<file path="src/rtl/sum_window_stats.sv">
`default_nettype none
// ============================================================================
// Module      : sum_window_stats
// Description : Collects WIN unsigned sum samples over a valid/ready handshake
//               and reports the window total, minimum, maximum and truncated
//               mean on a held valid/ready result port.
// Revision    : 1.0 - initial release
// ============================================================================
module sum_window_stats #(
    parameter  int DATA_W  = 5,
    parameter  int WIN     = 8,
    localparam int LOG_WIN = $clog2(WIN),
    localparam int SUM_W   = DATA_W + LOG_WIN
) (
    input  logic               clk,
    input  logic               rst_n,
    input  logic               clear,
    input  logic               in_valid,
    input  logic [DATA_W-1:0]  in_data,
    output logic               in_ready,
    output logic               out_valid,
    input  logic               out_ready,
    output logic [SUM_W-1:0]   res_sum,
    output logic [DATA_W-1:0]  res_min,
    output logic [DATA_W-1:0]  res_max,
    output logic [DATA_W-1:0]  res_mean,
    output logic [LOG_WIN-1:0] fill_cnt
);

    localparam logic [LOG_WIN-1:0] LAST_IDX = LOG_WIN'(WIN - 1);

    typedef enum logic [0:0] {
        ACCUM = 1'b0,
        HOLD  = 1'b1
    } state_t;

    state_t state;
    state_t state_next;

    logic [SUM_W-1:0]  acc_sum;
    logic [DATA_W-1:0] acc_min;
    logic [DATA_W-1:0] acc_max;

    logic              accept;
    logic              closing;
    logic [SUM_W-1:0]  sum_next;
    logic [DATA_W-1:0] min_next;
    logic [DATA_W-1:0] max_next;

    // in_ready is only high in ACCUM, so it alone qualifies an accept
    assign accept   = in_valid & in_ready;
    assign closing  = accept && (fill_cnt == LAST_IDX);
    assign sum_next = acc_sum + SUM_W'(in_data);

    // Running min/max including the sample on in_data; first sample seeds both
    always_comb begin
        min_next = acc_min;
        max_next = acc_max;
        if (fill_cnt == '0) begin
            min_next = in_data;
            max_next = in_data;
        end else begin
            if (in_data < acc_min) min_next = in_data;
            if (in_data > acc_max) max_next = in_data;
        end
    end

    // State register; clear forces ACCUM ahead of any handshake event
    always_ff @(posedge clk or negedge rst_n) begin
        if (!rst_n)     state <= ACCUM;
        else if (clear) state <= ACCUM;
        else            state <= state_next;
    end

    // Next-state: close a window into HOLD, leave HOLD when the result is taken
    always_comb begin
        state_next = state;
        case (state)
            ACCUM:   if (closing)   state_next = HOLD;
            HOLD:    if (out_ready) state_next = ACCUM;
            default:                state_next = ACCUM;
        endcase
    end

    // Handshake flags are registered copies of the upcoming state
    always_ff @(posedge clk or negedge rst_n) begin
        if (!rst_n) begin
            in_ready  <= 1'b0;
            out_valid <= 1'b0;
        end else if (clear) begin
            in_ready  <= 1'b1;
            out_valid <= 1'b0;
        end else begin
            in_ready  <= (state_next == ACCUM);
            out_valid <= (state_next == HOLD);
        end
    end

    // Accumulators and fill count; a closing accept rewinds them for the next window
    always_ff @(posedge clk or negedge rst_n) begin
        if (!rst_n) begin
            acc_sum  <= '0;
            acc_min  <= '0;
            acc_max  <= '0;
            fill_cnt <= '0;
        end else if (clear || closing) begin
            acc_sum  <= '0;
            acc_min  <= '0;
            acc_max  <= '0;
            fill_cnt <= '0;
        end else if (accept) begin
            acc_sum  <= sum_next;
            acc_min  <= min_next;
            acc_max  <= max_next;
            fill_cnt <= fill_cnt + LOG_WIN'(1);
        end
    end

    // Result registers load on a closing accept and otherwise hold their value
    always_ff @(posedge clk or negedge rst_n) begin
        if (!rst_n) begin
            res_sum  <= '0;
            res_min  <= '0;
            res_max  <= '0;
            res_mean <= '0;
        end else if (clear) begin
            res_sum  <= '0;
            res_min  <= '0;
            res_max  <= '0;
            res_mean <= '0;
        end else if (closing) begin
            res_sum  <= sum_next;
            res_min  <= min_next;
            res_max  <= max_next;
            res_mean <= sum_next[SUM_W-1:LOG_WIN];
        end
    end

endmodule
`default_nettype wire

</file>
<file path="config.mk">
export PLATFORM = sky130hd
export DESIGN_NAME = sum_window_stats
export DESIGN_NICKNAME = d
export VERILOG_FILES = /design/src/rtl/sum_window_stats.sv
export SDC_FILE = /design/constraint.sdc
export NUM_CORES = 1
export LEC_CHECK = 0
export BUFFER_PORTS_ARGS = -buffer_cell sky130_fd_sc_hd__buf_2
export CAP_MARGIN = 10
export CORE_UTILIZATION = 56
export DETAILED_ROUTE_END_ITERATION = 12
export PLACE_DENSITY = 0.8
export SLEW_MARGIN = 20
export SYNTH_ARGS = -nofsm -noshare
export SYNTH_HDL_FRONTEND = slang
export SYNTH_SLANG_ARGS = --single-unit
</file>
<file path="constraint.sdc">
create_clock -name clk -period 2 [get_ports clk]
set_input_delay 0.1 -clock clk [delete_from_list [all_inputs] [get_ports clk]]
set_output_delay 0.1 -clock clk [all_outputs]
set_load 0.01 [all_outputs]
</file>
==> impl_metrics.tcl <==
set metrics [dict create \
    rows 22 \
    synth_fp_nets 243 \
    via_count 1783 \
    synth.avg_cell_area_um2 10.48 \
    fin_util 0.7007 \
    worstMarginPinSlew_ps 878.6 \
    placed_cell_area_mm2 0.002487 \
    cts.sinks 41 \
    drtIter0Drc 148 \
    drc_errors 0 \
    die_y_um 65.44 \
    final.fill_count 287 \
    crit_fanout 5 \
    dp.final_hpwl_um 3490 \
    syn_inst 215 \
    period_needed_ps 1940 \
    p_sw_uw 524.0 \
    htree_levels 2 \
    wl_met2_um 2290 \
    power_leakage_uw 0.001327 \
    max_freq_ghz 0.5155 \
    layout_commonest_cell "dfrtp_1" \
    routed.top_layer "met4" \
    overflow 0 \
    start_util 0.5975 \
    cts_root_buf "clkbuf_8" \
    power_density_mw_per_mm2 677.8 \
    post-route-period-util 0.9700 \
    ctsLongestPathBuffers 2 \
    layout_common_cells "dfrtp_1, buf_2, nor2_1, ha_1, a22o_1" \
    cts_buffers 5 \
    irDropWorstVdd_mv 0.3205 \
    synthArstFlopShare 1.000 \
    crit_path_start_kind "register" \
    synth-seq-cells 41 \
    via_per_inst 5.808 \
    report.final.slew_viol_count 0 \
    final_cell_area_mm2 0.002643 \
    synth_area_mm2 0.002253 \
    syn_to_final_growth_pct 17.27 \
    synth_ff_type "dfrtp_1" \
    synth-edff-count 0 \
    core_area_mm2 0.003771 \
    cts_tree "built" \
    status "completed" \
    antenna_found_initial 0 \
    wirelength_um 4957 \
    seq_area_mm2 0.001026 \
    synth_cell_type_count 38 \
    setup_viol 0 \
    pin_count 38 \
    diodes 0 \
    cap_violations 0 \
    fp.dieW_um 65.44 \
    grt_pass1_vias 1671 \
    finalWorstSetupSlack_ps 60.06 \
    grt_pass1_wl_um 8142 \
    path_class "reg -> reg" \
    crit_required_ps 2160 \
    cts.clk_slew.worst_paths_ps 80 \
    hold_path.class "in -> reg" \
    p_sw_frac 0.2925 \
    wire_per_inst_um 16.15 \
    slew_headroom 0.4142 \
    power_frac_clock 0.294 \
    yosys_warnings 0 \
    seq_power_share 0.497 \
    gp_congestion 0.8206 \
    pre_cts_slack_ps -18.23 \
    wl_met1_um 2303 \
    die-area_mm2 0.004282 \
    grt_max_degree 42 \
    p_int_uw 1267 \
    rsz0062_at_grt "true" \
    clk-insertion-delay-late_ps 290 \
    multi_input_area_mm2 0.001144 \
    track_usage 0.2542 \
    io_buffer_count 37 \
    yosysSeqAreaShare 0.4553 \
    num-nets-final 286 \
    skew_ps 3.754 \
    worst_ep_arrival_time_ps 2100 \
    finalHoldViolCount 0 \
    detail-route-antenna-nets 0 \
    first_pass_iters 4 \
    endpoint_kind "register" \
    drive_above_1_share 0.2741 \
    combPwrFrac 0.209 \
    wl_met3_um 269 \
]
-- registers in the layout, summed over array words and instances, names as in the netlist --
name and count:
acc_max 5, acc_min 5, acc_sum 8, fill_cnt 3, in_ready 1, out_valid 1, res_max 5, res_min 5
res_sum 8
-- routing by layer --
metal,track usage,vias up
li1,-,862
met1,0.3484,850
met2,0.3918,61
met3,0.05556,10
met4,0.09783,0
met5,0,-
-- worst max-delay path: stages, from the launching register on --
cell and delay [ps]:
dfrtp_1 380, inv_1 60, ha_1 300, a211oi_2 230, o21ai_1 120, o2bb2ai_2 230, buf_6 170, mux2i_2 220
a211oi_2 90
-- final timing paths --
kind                       cells after the start        from  slack [ps]         end
setup / recovery                               8  acc_max[2]          60  res_max[3]
hold / removal                                 3   out_ready          70    in_ready
setup reg to reg                               8  acc_max[2]          60  res_max[3]
hold reg to reg                                1  acc_sum[0]         520  acc_sum[0]
max in group asynchronous                      2       rst_n         990  acc_sum[4]
min in group asynchronous                      2       rst_n         470  res_max[1]
-- synthesized netlist by cell type, drive strengths merged (3+ instances only) --
master | instances | area share
dfrtp | 41 | 0.46
nor2 | 18 | 0.030
a22o | 17 | 0.067
ha | 17 | 0.094
inv | 15 | 0.025
a211oi | 14 | 0.047
nand2 | 13 | 0.022
mux2i | 12 | 0.053
a21oi | 11 | 0.024
o21ai | 9 | 0.020
clkbuf | 7 | 0.012
buf | 5 | 0.017
o21bai | 4 | 0.013
and3 | 3 | 0.011
nand3 | 3 | 0.0067
nor3 | 3 | 0.0067
xor2 | 3 | 0.012
-- stage by stage --
stage | power, uW | setup TNS [ps] | hold slack (ps) | std cells
after global routing | 1885 | -50.65 | 110.2 | 307
final | 1791 | 0 | 70.76 | 307
after detailed placement | 1238 | -21.56 | 276.8 | 295
after floorplan | 1131 | 0 | -195.6 | 215
after CTS | 1770 | 0 | 64.65 | 306
after global placement | 1229 | 0 | 272.0 | 295
-- logic make-up (layout without fill, tap and decap cells) --
family | count (synthesis) | count (layout) | share of synthesized area
adder cells (fa/ha/maj) | 18 | 18 | 0.1033
AO/OA/AOI/OAI | 62 | 62 | 0.2071
flip-flops | 41 | 41 | 0.4553
buffers and inverters | 27 | 71 | 0.05331
multiplexers | 12 | 12 | 0.05331
XOR/XNOR | 5 | 5 | 0.01944
AND/OR/NAND/NOR | 50 | 50 | 0.1083
-- power by group through the flow --
stage	Clock, uW	Sequential [uW]	Combinational, uW
after floorplan	0	900	231
after global placement	0	904	325
after detailed placement	0	905	332
after CTS	535	889	346
after global routing	576	895	413
final	526	890	375
-- layout make-up --
class,instances,share of cell area
well taps,48,0.02273
flip-flops and latches,41,0.3883
multi-input cells,147,0.4328
inverters,15,0.02131
clock inverters,2,0.003788
repair buffers,48,0.1037
clock buffers,6,0.02746
-- timing repair --
| action | CTS | global route |
|---|---|---|
| hold buffers | 1 | 0 |
| endpoints found under the hold margin | 41 | 0 |
| setup buffers | 2 | 1 |
| pin swaps | 1 | 3 |
| resized for setup | 0 | 11 |
| endpoints found under the setup margin | 5 | 20 |
Note: power is estimated with default switching activity, not from simulation.
